## src/rtl/a25_exc_pkg.sv

```systemverilog
// Shared types and constants for the a25 exception sequencer.
// States, vector codes and pending-source bit positions.
package a25_exc_pkg;

  typedef enum logic [1:0] {
    IDLE,
    OFFER,
    GAP
  } state_t;

  localparam logic [2:0] VEC_IABT = 3'd3;
  localparam logic [2:0] VEC_DABT = 3'd4;
  localparam logic [2:0] VEC_ADEX = 3'd5;
  localparam logic [2:0] VEC_IRQ  = 3'd6;
  localparam logic [2:0] VEC_FIRQ = 3'd7;

  localparam int SRC_ADEX = 0;
  localparam int SRC_IABT = 1;
  localparam int SRC_DABT = 2;
  localparam int SRC_IRQ  = 3;
  localparam int SRC_FIRQ = 4;

  // Map a vector code back to its pending-bit index.
  function automatic logic [2:0] vec2src(
    input logic [2:0] v
  );
    logic [2:0] s;
    s = 3'(SRC_ADEX);
    case (v)
      VEC_IABT: s = 3'(SRC_IABT);
      VEC_DABT: s = 3'(SRC_DABT);
      VEC_IRQ:  s = 3'(SRC_IRQ);
      VEC_FIRQ: s = 3'(SRC_FIRQ);
      default:  s = 3'(SRC_ADEX);
    endcase
    return s;
  endfunction

endpackage

```

## src/rtl/a25_exc_priority_enc.sv

```systemverilog
// Fixed-priority encoder: pending sources to vector code.
// Order is dabt > firq > irq > iabt > adex.
module a25_exc_priority_enc
  import a25_exc_pkg::*;
(
  input  logic [4:0] pending,
  output logic [2:0] code,
  output logic       vld
);

  // Highest-priority pending source wins.
  always_comb begin
    code = '0;
    vld  = |pending;
    priority case (1'b1)
      pending[SRC_DABT]: code = VEC_DABT;
      pending[SRC_FIRQ]: code = VEC_FIRQ;
      pending[SRC_IRQ]:  code = VEC_IRQ;
      pending[SRC_IABT]: code = VEC_IABT;
      pending[SRC_ADEX]: code = VEC_ADEX;
      default:           code = '0;
    endcase
  end

endmodule

```

## src/rtl/a25_exception_sequencer.sv

```systemverilog
// Exception/interrupt sequencer offering one vector at a time.
// Optional per-cause grant counters under A25_EXC_STATS_EN.
module a25_exception_sequencer
  import a25_exc_pkg::*;
#(
  parameter int MIN_GAP = 2,
  parameter int CNT_W   = 8
) (
  input  logic       clk,
  input  logic       reset,
  input  logic       i_core_stall,
  input  logic       i_irq,
  input  logic       i_firq,
  input  logic       i_dabt,
  input  logic       i_iabt,
  input  logic       i_adex,
  input  logic       i_irq_mask,
  input  logic       i_firq_mask,
  input  logic       i_ack,
  output logic       o_req,
  output logic [2:0] o_vector_sel,
  output logic [4:0] o_pending,
  output logic       o_busy
`ifdef A25_EXC_STATS_EN
  ,
  output logic [5*CNT_W-1:0] o_stat_count
`endif
);

  state_t     state;
  logic [3:0] gap_cnt;
  logic [2:0] sticky;
  logic [2:0] clr;
  logic [2:0] win_code;
  logic       win_vld;
  logic       offer_lvl;
  logic       withdraw;
  logic       accept;

  assign o_pending = {
    i_firq & ~i_firq_mask,
    i_irq & ~i_irq_mask,
    sticky
  };

  a25_exc_priority_enc u_enc (
    .pending (o_pending),
    .code    (win_code),
    .vld     (win_vld)
  );

  // Level sources lose their offer once no longer eligible.
  always_comb begin
    offer_lvl = 1'b0;
    withdraw  = 1'b0;
    if (o_vector_sel == VEC_FIRQ) begin
      offer_lvl = 1'b1;
      withdraw  = ~o_pending[SRC_FIRQ];
    end else if (o_vector_sel == VEC_IRQ) begin
      offer_lvl = 1'b1;
      withdraw  = ~o_pending[SRC_IRQ];
    end
    withdraw = withdraw & offer_lvl
             & (state == OFFER);
  end

  assign accept = (state == OFFER)
                & i_ack & ~i_core_stall
                & ~withdraw;

  // Sticky clear for the accepted pulsed source.
  always_comb begin
    clr = '0;
    if (accept) begin
      case (o_vector_sel)
        VEC_DABT: clr[SRC_DABT] = 1'b1;
        VEC_IABT: clr[SRC_IABT] = 1'b1;
        VEC_ADEX: clr[SRC_ADEX] = 1'b1;
        default:  clr = '0;
      endcase
    end
  end

  // Latch pulsed events; a new pulse beats a clear.
  always_ff @(posedge clk or negedge reset) begin
    if (!reset) begin
      sticky <= '0;
    end else begin
      sticky <= (sticky & ~clr)
              | {i_dabt, i_iabt, i_adex};
    end
  end

  // Offer / gap sequencing with registered outputs.
  always_ff @(posedge clk or negedge reset) begin
    if (!reset) begin
      state        <= IDLE;
      gap_cnt      <= '0;
      o_req        <= 1'b0;
      o_vector_sel <= '0;
      o_busy       <= 1'b0;
    end else begin
      unique case (state)
        IDLE: begin
          if (win_vld && !i_core_stall) begin
            o_vector_sel <= win_code;
            o_req        <= 1'b1;
            o_busy       <= 1'b1;
            state        <= OFFER;
          end
        end
        OFFER: begin
          if (withdraw) begin
            o_req  <= 1'b0;
            o_busy <= 1'b0;
            state  <= IDLE;
          end else if (accept) begin
            o_req <= 1'b0;
            if (MIN_GAP == 0) begin
              o_busy <= 1'b0;
              state  <= IDLE;
            end else begin
              gap_cnt <= 4'(MIN_GAP);
              state   <= GAP;
            end
          end
        end
        GAP: begin
          if (gap_cnt <= 4'd1) begin
            o_busy <= 1'b0;
            state  <= IDLE;
          end else begin
            gap_cnt <= gap_cnt - 4'd1;
          end
        end
        default: begin
          o_req  <= 1'b0;
          o_busy <= 1'b0;
          state  <= IDLE;
        end
      endcase
    end
  end

`ifdef A25_EXC_STATS_EN
  logic [2:0] acc_src;

  assign acc_src = vec2src(o_vector_sel);

  for (genvar g = 0; g < 5; g++) begin : g_stat
    logic [CNT_W-1:0] cnt;

    // Saturating count of accepted grants.
    always_ff @(posedge clk or negedge reset) begin
      if (!reset) begin
        cnt <= '0;
      end else if (accept
                   && acc_src == 3'(g)
                   && cnt != '1) begin
        cnt <= cnt + 1'b1;
      end
    end

    assign o_stat_count[g*CNT_W +: CNT_W] = cnt;
  end
`endif

endmodule

```

## config.mk

```make
export PLATFORM = sky130hd
export DESIGN_NAME = a25_exception_sequencer
export DESIGN_NICKNAME = d
export VERILOG_FILES = /design/src/rtl/a25_exc_pkg.sv /design/src/rtl/a25_exc_priority_enc.sv /design/src/rtl/a25_exception_sequencer.sv
export SDC_FILE = /design/constraint.sdc
export NUM_CORES = 1
export LEC_CHECK = 0
export ABC_AREA = 1
export BUFFER_PORTS_ARGS = -buffer_cell sky130_fd_sc_hd__clkbuf_2
export CORE_UTILIZATION = 35
export DETAILED_ROUTE_END_ITERATION = 8
export GPL_TIMING_DRIVEN = 0
export PLACE_DENSITY = 0.62
export SKIP_CTS_REPAIR_TIMING = 1
export SYNTH_ARGS = -nofsm -noshare
export SYNTH_HDL_FRONTEND = slang
export SYNTH_SLANG_ARGS = --single-unit
export TNS_END_PERCENT = 10
```

## constraint.sdc

```tcl
create_clock -name clk -period 1.5 [get_ports clk]
set_clock_uncertainty 0.05 [all_clocks]
set_input_delay 0.075 -clock clk [delete_from_list [all_inputs] [get_ports clk]]
set_output_delay 0.075 -clock clk [all_outputs]
set_load 0.1 [all_outputs]
```

# Yosys cells after proc, flatten, opt, wreduce, memory -nomap -nowiden

Cells that the tools add are included.

Bits in registers: 14
Bits of input ports: 11
Output and inout port bits: 10
Logic and storage cells: 78

Add/sub/neg operators: 1
Order comparisons: 1
Equality and inequality tests: 14
Muxes and demuxes: 29
Bitwise operators: 17
Reduce and logical (&&, ||, !) cells: 10

Operator list:

| operator                                                                         | number |
|---|---|
| 3-bit 2-to-1 mux                                                                 | 6 |
| 3-bit == test, second input constant                                             | 4 |
| 1-bit 2-to-1 mux                                                                 | 12 |
| 4-bit 2-to-1 mux                                                                 | 3 |
| 2-bit inequality test, second input constant                                     | 6 |
| 3-bit AND reduction                                                              | 3 |
| 2-bit 2-to-1 mux                                                                 | 4 |
| 4-bit one-hot mux with 2 select lines                                            | 1 |
| 1-bit AND                                                                        | 7 |
| 1-bit inverter                                                                   | 7 |
| 1-bit one-hot mux with 3 select lines                                            | 2 |
| 2-bit one-hot mux with 3 select lines                                            | 1 |
| 5-bit OR reduction                                                               | 1 |
| 4-bit by 1-bit less-or-equal comparator with 1-bit output, second input constant | 1 |
| 4-bit AND reduction                                                              | 1 |
| 4-bit by 1-bit subtractor with 4-bit output, second input constant               | 1 |
| 3-bit AND                                                                        | 1 |
| 3-bit by 2-bit == test with 1-bit output, second input constant                  | 1 |
| 3-bit inequality test, second input constant                                     | 1 |
| 3-bit inverter                                                                   | 1 |
| 3-bit OR                                                                         | 1 |
| 2-bit by 1-bit == test with 1-bit output, second input constant                  | 1 |
| 2-bit == test, second input constant                                             | 1 |
| 2-bit logical NOT                                                                | 1 |
| 4 further kinds                                                                  | 4 |

# Depth between registers and ports, before layout

Gate-level depths: netlist of run 1.

Depth after elaboration: 13
Gate-level depth with buffers: 9
Gate-level depth less buffers: 9

# By module

Synthesis of run 1 repeated with hierarchy kept, for this count alone.

Cells, all modules: 107
Area, all modules: 833.3 µm²

Modules (own cells, without submodules):

| module                  | times used | cells each | area an instance (µm²) | sequential area each (µm²) |
|---|---|---|---|---|
| a25_exception_sequencer | 1          | 93         | 774.5                  | 350.3 |
| a25_exc_priority_enc    | 1          | 14         | 58.8                   | 0.0 |

# Worst setup path before layout of run 1

Ideal clock, no wire load.

Kind: reg2reg
Start: register o_vector_sel[1]
End: register o_req
Library setup time: 0.128 ns
Data arrival time: 1.682 ns
Required time: 1.322 ns
Slack: -0.360 ns
Cell stages (with the launch flop): 10
Path buffers: 0
Period minus slack after synthesis: 1.860 ns
Cell sequence: dfrtp_1 -> inv_1 -> nor2_1 -> nand2_1 -> nand2_1 -> nand2_2 -> nand3_1 -> nand3_1 -> nand2_1 -> nand2_1

Word-level cells in the longest chain between the ends: 9
Elaborated cells between the ends (all ways): 14
Those cells by class: eq/ne: 3; mux: 6; bitwise: 4; reduce/logical: 1

Ends and longest elaborated chain:

| what                                   | RTL line                       | text |
|---|---|---|
| start: declaration                     | a25_exception_sequencer.sv:21  | `output logic [2:0] o_vector_sel,` |
| start signal: assignment               | a25_exception_sequencer.sv:106 | `o_vector_sel <= win_code;` |
| 3-bit == test                          | a25_exception_sequencer.sv:59  | `end else if (o_vector_sel == VEC_IRQ) begin` |
| 1-bit 2-to-1 mux                       | a25_exception_sequencer.sv:59  |  |
| 1-bit 2-to-1 mux                       | a25_exception_sequencer.sv:56  | `if (o_vector_sel == VEC_FIRQ) begin` |
| 1-bit AND *                            | a25_exception_sequencer.sv:63  | `withdraw = withdraw & offer_lvl` |
| 1-bit AND *                            | a25_exception_sequencer.sv:64  | `& (state == OFFER);` |
| 1-bit inverter                         | a25_exception_sequencer.sv:69  | `& ~withdraw;` |
| 1-bit AND                              | a25_exception_sequencer.sv:69  |  |
| 3-bit inequality test (no source line) | -                              |  |
| 3-bit AND reduction (no source line)   | -                              |  |
| end signal: assignment                 | a25_exception_sequencer.sv:99  | `o_req <= 1'b0;` |
| end signal: assignment                 | a25_exception_sequencer.sv:107 | `o_req <= 1'b1;` |
| end signal: assignment                 | a25_exception_sequencer.sv:114 | `o_req <= 1'b0;` |
| end: declaration                       | a25_exception_sequencer.sv:20  | `output logic o_req,` |

Every way passes the cells marked *; elsewhere a longest branch is shown, timed or not.
A chain may end at the register's enable or synchronous reset.

# Worst setup path in the final report of run 1

Start: register gap_cnt[0]
End: register gap_cnt[3]

Word-level cells in the longest chain between the ends: 3
Elaborated cells between the ends (all ways): 6
Those cells by class: add/sub: 1; order compare: 1; eq/ne: 1; mux: 2; reduce/logical: 1

Ends and longest elaborated chain:

| what                                                                                                                            | RTL line                                                       | text |
|---|---|---|
| start: declaration                                                                                                              | a25_exception_sequencer.sv:31                                  | `logic [3:0] gap_cnt;` |
| start signal: assignment                                                                                                        | a25_exception_sequencer.sv:123                                 | `gap_cnt <= 4'(MIN_GAP);` |
| start signal: assignment                                                                                                        | a25_exception_sequencer.sv:133                                 | `gap_cnt <= gap_cnt - 4'd1;` |
| 4-bit by 1-bit subtractor with 4-bit output / 4-bit by 1-bit less-or-equal comparator with 1-bit output (equally long branches) | a25_exception_sequencer.sv:133, a25_exception_sequencer.sv:129 |  |
| 4-bit 2-to-1 mux / 2-bit inequality test (equally long branches)                                                                | -                                                              |  |
| 4-bit one-hot mux with 2 select lines / 4-bit AND reduction (equally long branches)                                             | -                                                              |  |

Parallel ways exist; a longest one is shown, timed or not. The select of a mux whose other input is x is not followed.

==> impl_metrics.toml, run 1 <==
[sta]
hold_ws_ns = 0.124
setup_viol = 0
period_minus_slack_ns = 1.36
maxSlewViolCount = 0
slew_headroom_pct = 63.8
tightest_slew_ns = 0.545
hold_violations = 0
worst_slack_ns = 0.143
finalCritPeriodShare_pct = 90.5
fmaxAchievable_ghz = 0.737
final.setup.tns_ns = 0
rsz0062_at_grt = "false"

[layout]
fillCellCount = 212
drive_above_1_share_pct = 36.5
finish.net_count = 140
area_growth_pct = 27.6
multi_input_area_sq_um = 374
finish.instance_area_sq_um = 1000
insertedDiodeCount = 0
stdcell_count = 153
seq_area_sq_um = 357

[synthesis]
synth_top_area_share_pct = 44.7
yosysUniqueCellTypes = 21
yosysWarnings = 0
syn_area_per_cell_sq_um = 8.01
yosysTopAreaCell = "dfrtp_1"
synth-seq-cells = 14
synthCells = 98
ys_top_cells_by_area = "dfrtp_1 45%, nand2_1 12%, inv_1 4.8%"
synth_nets = 111
synth.cell_area_sq_um = 785
ys_seq_area_share_pct = 44.7

[status]
status = "finished clean"

[power]
netSwitchingPower_w = 0.00110
swShare_pct = 54.1
p_clk_share_pct = 13.3
power.density_nw_per_um2 = 2030
pwr-share-seq_pct = 31.9
combPwrFrac_pct = 54.8
ir_drop_uv = 741
p_int_w = 0.000933
p_leak_nw = 0.528

[worst_hold_path]
holdPathEnd = "state[0]"
hold_path_class = "input pin to register"
holdPathStages = 4
hold_start = "i_ack"

[worst_setup_path]
cp_slowest_cell = "dfrtp_1"
r2r_cells = 7
critPathLaunchType = "register"
crit_chain = "inv_2, ha_1, o21ai_2, nand2_4, nor2_2, o21ai_1, a21oi_1"
rr_startpoint = "gap_cnt[0]"
crit_buf_inv = 1
path_class = "register to register"
critPathMaxFanout = 4
crit_required_ns = 1.65
arrival_ns = 1.51
end_kind = "register"
r2r_slack_ns = 0.14
cp_top_family = "flip-flops"
worstReg2RegEnd = "gap_cnt[3]"
crit_path_max_incr_delay_ns = 0.38

[global_route]
gr-total-overflow = 0
track_usage_pct = 15.3
grt_pass1_vias = 649
grt_antenna_before_repair = 0
grt_max_degree = 15
grt_pass1_wl_mm = 2.73

[clock_tree]
cts_buffers = 3
cts_tree = "yes"
cts_buffer_depth = 2
path_clk_slew_ns = 0.09
htreeDepth = 1
clock_sinks = 14
clk_latency_ns = 0.28
cts_root_buf = "clkbuf_4"

[drt]
drt_iter0_markers = 15
routed_wl_mm = 1.56
viasPerCell = 4.58
route.vias.total = 700
drtAntennaViolNets = 0
wl_per_cell_um = 10.2
drc = 0
drtPass1Iterations = 4

[placement]
dp_hpwl_mm = 1.24
dp_cells = 145
placed_area_sq_um = 925
portBuffers = 20
dp_slack_ns = 0.154
finalWeightedCongestion = 0.827

[floorplan]
core_area_sq_um = 2040
die_area_sq_um = 2430
start_util_pct = 38.4
rows = 16
die_h_um = 49.3
die-width_um = 49.3
ios = 21

[job]
drv_cap = 0
[power groups by stage]
| stage | Combinational, W | Clock [W] | Sequential, W |
|---|---|---|---|
| after floorplan | 0.000515 | 0 | 0.00106 |
| after CTS | 0.00112 | 0.000283 | 0.000648 |
| after global routing | 0.00122 | 0.000297 | 0.000670 |
| after global placement | 0.00109 | 0 | 0.000651 |
| final | 0.00111 | 0.000271 | 0.000649 |
| after detailed placement | 0.00112 | 0 | 0.000655 |
[Yosys cell counts]
cell type and count:
a21oi_1 2, dfrtp_1 14, ha_1 2, inv_1 10, inv_2 6, nand2_1 25
nand2_2 1, nand2_4 3, nand3_1 5, nand3_2 1, nand4_1 1, nor2_1 9
nor2_2 2, nor2_4 1, nor3_1 1, nor3_4 1, o21ai_0 2, o21ai_1 7
o21ai_2 2, o21bai_1 2, o31ai_1 1
[cell type report]
| type | instances | share of cell area [%] |
|---|---|---|
| clock buffers | 4 | 3.62 |
| inverters | 16 | 6.00 |
| flip-flops and latches | 14 | 35.6 |
| repair buffers | 24 | 14.0 |
| multi-input cells | 68 | 37.4 |
| well taps | 27 | 3.38 |
[cell families after synthesis]
group | count (synthesis) | share of synthesized area (%)
AND/OR/NAND/NOR | 50 | 32.4
AO/OA/AOI/OAI | 16 | 12.1
buffers and inverters | 16 | 7.66
flip-flops | 14 | 44.7
adder cells (fa/ha/maj) | 2 | 3.19
[layout by cell type, fill, tap and decap left out]
master         synthesis  final
nand2_2                1      1
nand2_1               25     25
clkbuf_4               0      3
nand4_1                1      1
nand3_1                5      5
clkbuf_8               0      1
nor2_2                 2      2
nor2_1                 9      9
nor3_1                 1      1
clkbuf_2               0     20
nand2_4                3      3
o21ai_2                2      2
inv_1                 10     10
nor2_4                 1      1
o21ai_1                7      7
inv_2                  6      6
o21bai_1               2      2
o21ai_0                2      2
nor3_4                 1      1
nand3_2                1      1
ha_1                   2      2
dfrtp_2                0      5
o31ai_1                1      1
dfrtp_1               14      9
a21oi_1                2      2
dlygate4sd3_1          0      4
[routing by layer]
layer,track usage (%),share of wire [%],vias to the layer above
li1,-,-,366
met1,17.5,45,320
met2,25.6,51,12
met3,5.61,3.6,2
met4,5.88,0.77,0
met5,0,0,-
[registers in the layout, summed over array words and instances (netlist names)]
register      cells
gap_cnt           4
state             2
o_req             1
o_vector_sel      3
o_busy            1
sticky            3
[metrics by stage]
stage	util (%)	power, W
after floorplan	-	0.00157
after detailed placement	45.3	0.00177
final	49.0	0.00203
after global placement	45.3	0.00174
after global routing	49.0	0.00218
after CTS	47.1	0.00205
[worst max path at each step]
| stage | start | endpoint | slack (ns) | cells after the start |
|---|---|---|---|---|
| 2_1_floorplan | o_vector_sel[2] | o_req | -0.13 | 5 |
| 3_3_place_gp | gap_cnt[0] | gap_cnt[2] | 0.20 | 7 |
| 3_5_place_dp | gap_cnt[0] | gap_cnt[3] | 0.15 | 7 |
| 4_1_cts | gap_cnt[0] | gap_cnt[3] | 0.14 | 7 |
| 5_1_grt | sticky[1] | o_vector_sel[2] | 0.01 | 5 |
| 6_report | gap_cnt[0] | gap_cnt[3] | 0.14 | 7 |
[worst register-to-register path, cell delays in order, from the launching register on]
cell and delay (ns):
dfrtp_1 0.38, inv_2 0.07, ha_1 0.23, o21ai_2 0.16, nand2_4 0.09, nor2_2 0.11, o21ai_1 0.07, a21oi_1 0.13
Power figures use the tool's default switching activity.
==> inputs of run 2 (changes only) <==
--- a/config.mk
+++ b/config.mk
@@ -10,7 +10,6 @@
 export CORE_UTILIZATION = 35
 export DETAILED_ROUTE_END_ITERATION = 8
 export GPL_TIMING_DRIVEN = 0
-export PLACE_DENSITY = 0.62
 export SKIP_CTS_REPAIR_TIMING = 1
 export SYNTH_ARGS = -nofsm -noshare
 export SYNTH_HDL_FRONTEND = slang
==> constraint.sdc (replaced) <==
create_clock -name clk -period 1.4 [get_ports clk]
set_clock_uncertainty 0.05 [all_clocks]
set_input_delay 0.07 -clock clk [delete_from_list [all_inputs] [get_ports clk]]
set_output_delay 0.07 -clock clk [all_outputs]
set_load 0.1 [all_outputs]
==> run 2 against run 1 <==
  * Sequential power grew 8.8%
  * Via count down 3.7%
  * Die area did not move
  * Utilization up 1.2 points
  * Register-to-register slack got worse by 0.07 ns
  * Wire length grew 0.38%
  * First-iteration DRC count down 67%
  * Global-route usage down 0.37 points
  * Total power increased by 8.6%
  * Non-clock buffer count did not move
  * Clock power rose by 8.5%
  * Hold slack worse by 0.0013 ns
  * Critical path type unchanged
  * Critical endpoint is now gap_cnt[2]
  * Largest cell class unchanged
  * Highest routed layer unchanged
==> impl_metrics.toml, run 2 (synthesis gave the netlist of run 1 again) <==
[clock_tree]
cts_tree = "yes"
cts_buffer_depth = 2
cts_root_buf = "clkbuf_4"
path_clk_slew_ns = 0.09
cts_buffers = 3
htreeDepth = 1
clock_sinks = 14
clk_latency_ns = 0.28

[worst_setup_path]
worstSetupEndpoint = "gap_cnt[2]"
end_kind = "register"
crit_required_ns = 1.56
cp_top_family = "flip-flops"
crit_buf_inv = 1
path_depth = 7
crit_start = "gap_cnt[0]"
cp_slowest_cell = "dfrtp_1"
r2r_slack_ns = 0.07
critPathLaunchType = "register"
worstReg2RegEnd = "gap_cnt[2]"
critPathMaxFanout = 4
crit_chain = "inv_2, ha_1, o21ai_2, nand2_4, nor2_2, o21ai_1, a21oi_1"
arrival_ns = 1.48
path_class = "register to register"
r2r_cells = 7
crit_path_max_incr_delay_ns = 0.38
rr_startpoint = "gap_cnt[0]"

[sta]
final.setup.tns_ns = 0
hold_violations = 0
worst_slack_ns = 0.0734
rsz0062_at_grt = "true"
period_minus_slack_ns = 1.33
fmaxAchievable_ghz = 0.754
tightest_slew_ns = 0.539
maxSlewViolCount = 0
finalCritPeriodShare_pct = 94.8
setup_viol = 0
slew_headroom_pct = 64.2

[drt]
drt_iter0_markers = 5
drtAntennaViolNets = 0
viasPerCell = 4.41
drc = 0
wl_per_cell_um = 10.3
drtPass1Iterations = 4
routed_wl_mm = 1.57
route.vias.total = 674

[worst_hold_path]
hold_path_class = "input pin to register"

[layout]
top_register = "gap_cnt"
largest_reg_flops = 4
insertedDiodeCount = 0
area_growth_pct = 30.6
finish.net_count = 140
reg.largest.list = "gap_cnt x4, o_vector_sel x3, sticky x3"
mostFrequentLayoutCell = "nand2_1"
final_cell_mix = "25 x nand2_1, 20 x clkbuf_2, 10 x inv_1"
drive_above_1_share_pct = 38.9

[global_route]
track_usage_pct = 14.9
grt_max_degree = 15
grt_pass1_wl_mm = 2.70
grt_pass1_vias = 635
grt_antenna_before_repair = 0
gr-total-overflow = 0

[power]
p_leak_nw = 0.532
power.density_nw_per_um2 = 2160
ir_drop_uv = 1190

[floorplan]
start_util_pct = 38.4
ios = 21
core_area_sq_um = 2040
die_h_um = 49.3
die-width_um = 49.3
die_area_sq_um = 2430
rows = 16

[placement]
portBuffers = 20
finalWeightedCongestion = 0.769
dp_slack_ns = 0.0223
dp_hpwl_mm = 1.26

[job]
drv_cap = 0

[status]
status = "finished clean"
[run 2: cell count changes in the layout (fill, tap and decap cells not counted)]
cell	change
nand3_1	-2
dfrtp_1	-1
dfrtp_4	+5
dfrtp_2	-4
nand3_2	+2
[run 2: per-layer routing]
layer  share of wire [%]  up-vias  global-route usage, %
met2                  47       10                   24.0
met4                0.83        0                   2.94
met3                 3.6        2                   5.61
met1                  49      293                   18.9
li1                    -      369                      -
met5                   0        -                      0
[run 2: worst register-to-register path, cell delays in order, from the launching register on]
cell,delay [ns]
dfrtp_1,0.38
inv_2,0.07
ha_1,0.22
o21ai_2,0.16
nand2_4,0.10
nor2_2,0.11
o21ai_1,0.06
a21oi_1,0.12
[run 2: report_power, final]
group / switching [W] / internal (W)
Combinational: 0.000914 / 0.000295
Clock: 0.000136 / 0.000158
Sequential: 0.000143 / 0.000564
[run 2: through the flow]
step	hold slack, ns	cells	utilization [%]	power [W]	instance area, sq um
after floorplan	-0.276	98	-	0.00171	810
after global placement	-0.0468	145	46.2	0.00189	943
after detailed placement	-0.0515	145	46.2	0.00192	943
after CTS	-0.361	149	48.0	0.00222	980
after global routing	0.132	153	50.2	0.00238	1020
final	0.123	153	50.2	0.00221	1020
[run 2: worst min path at each step]
stage | from | end | depth (start not counted)
global route | i_core_stall | state[0] | 4
floorplan | reset | gap_cnt[0] | 0
detailed placement | reset | o_vector_sel[1] | 1
CTS | reset | o_vector_sel[1] | 1
finish | i_core_stall | o_req | 4
global placement | reset | o_vector_sel[1] | 1
[run 2: layout make-up]
class,count,area [sq um]
Clock buffer,4,36.3
Fill cell,216,1020
Inverter,16,60.1
Multi-Input combinational cell,68,384
Sequential cell,14,370
Tap cell,27,33.8
Timing Repair Buffer,24,140
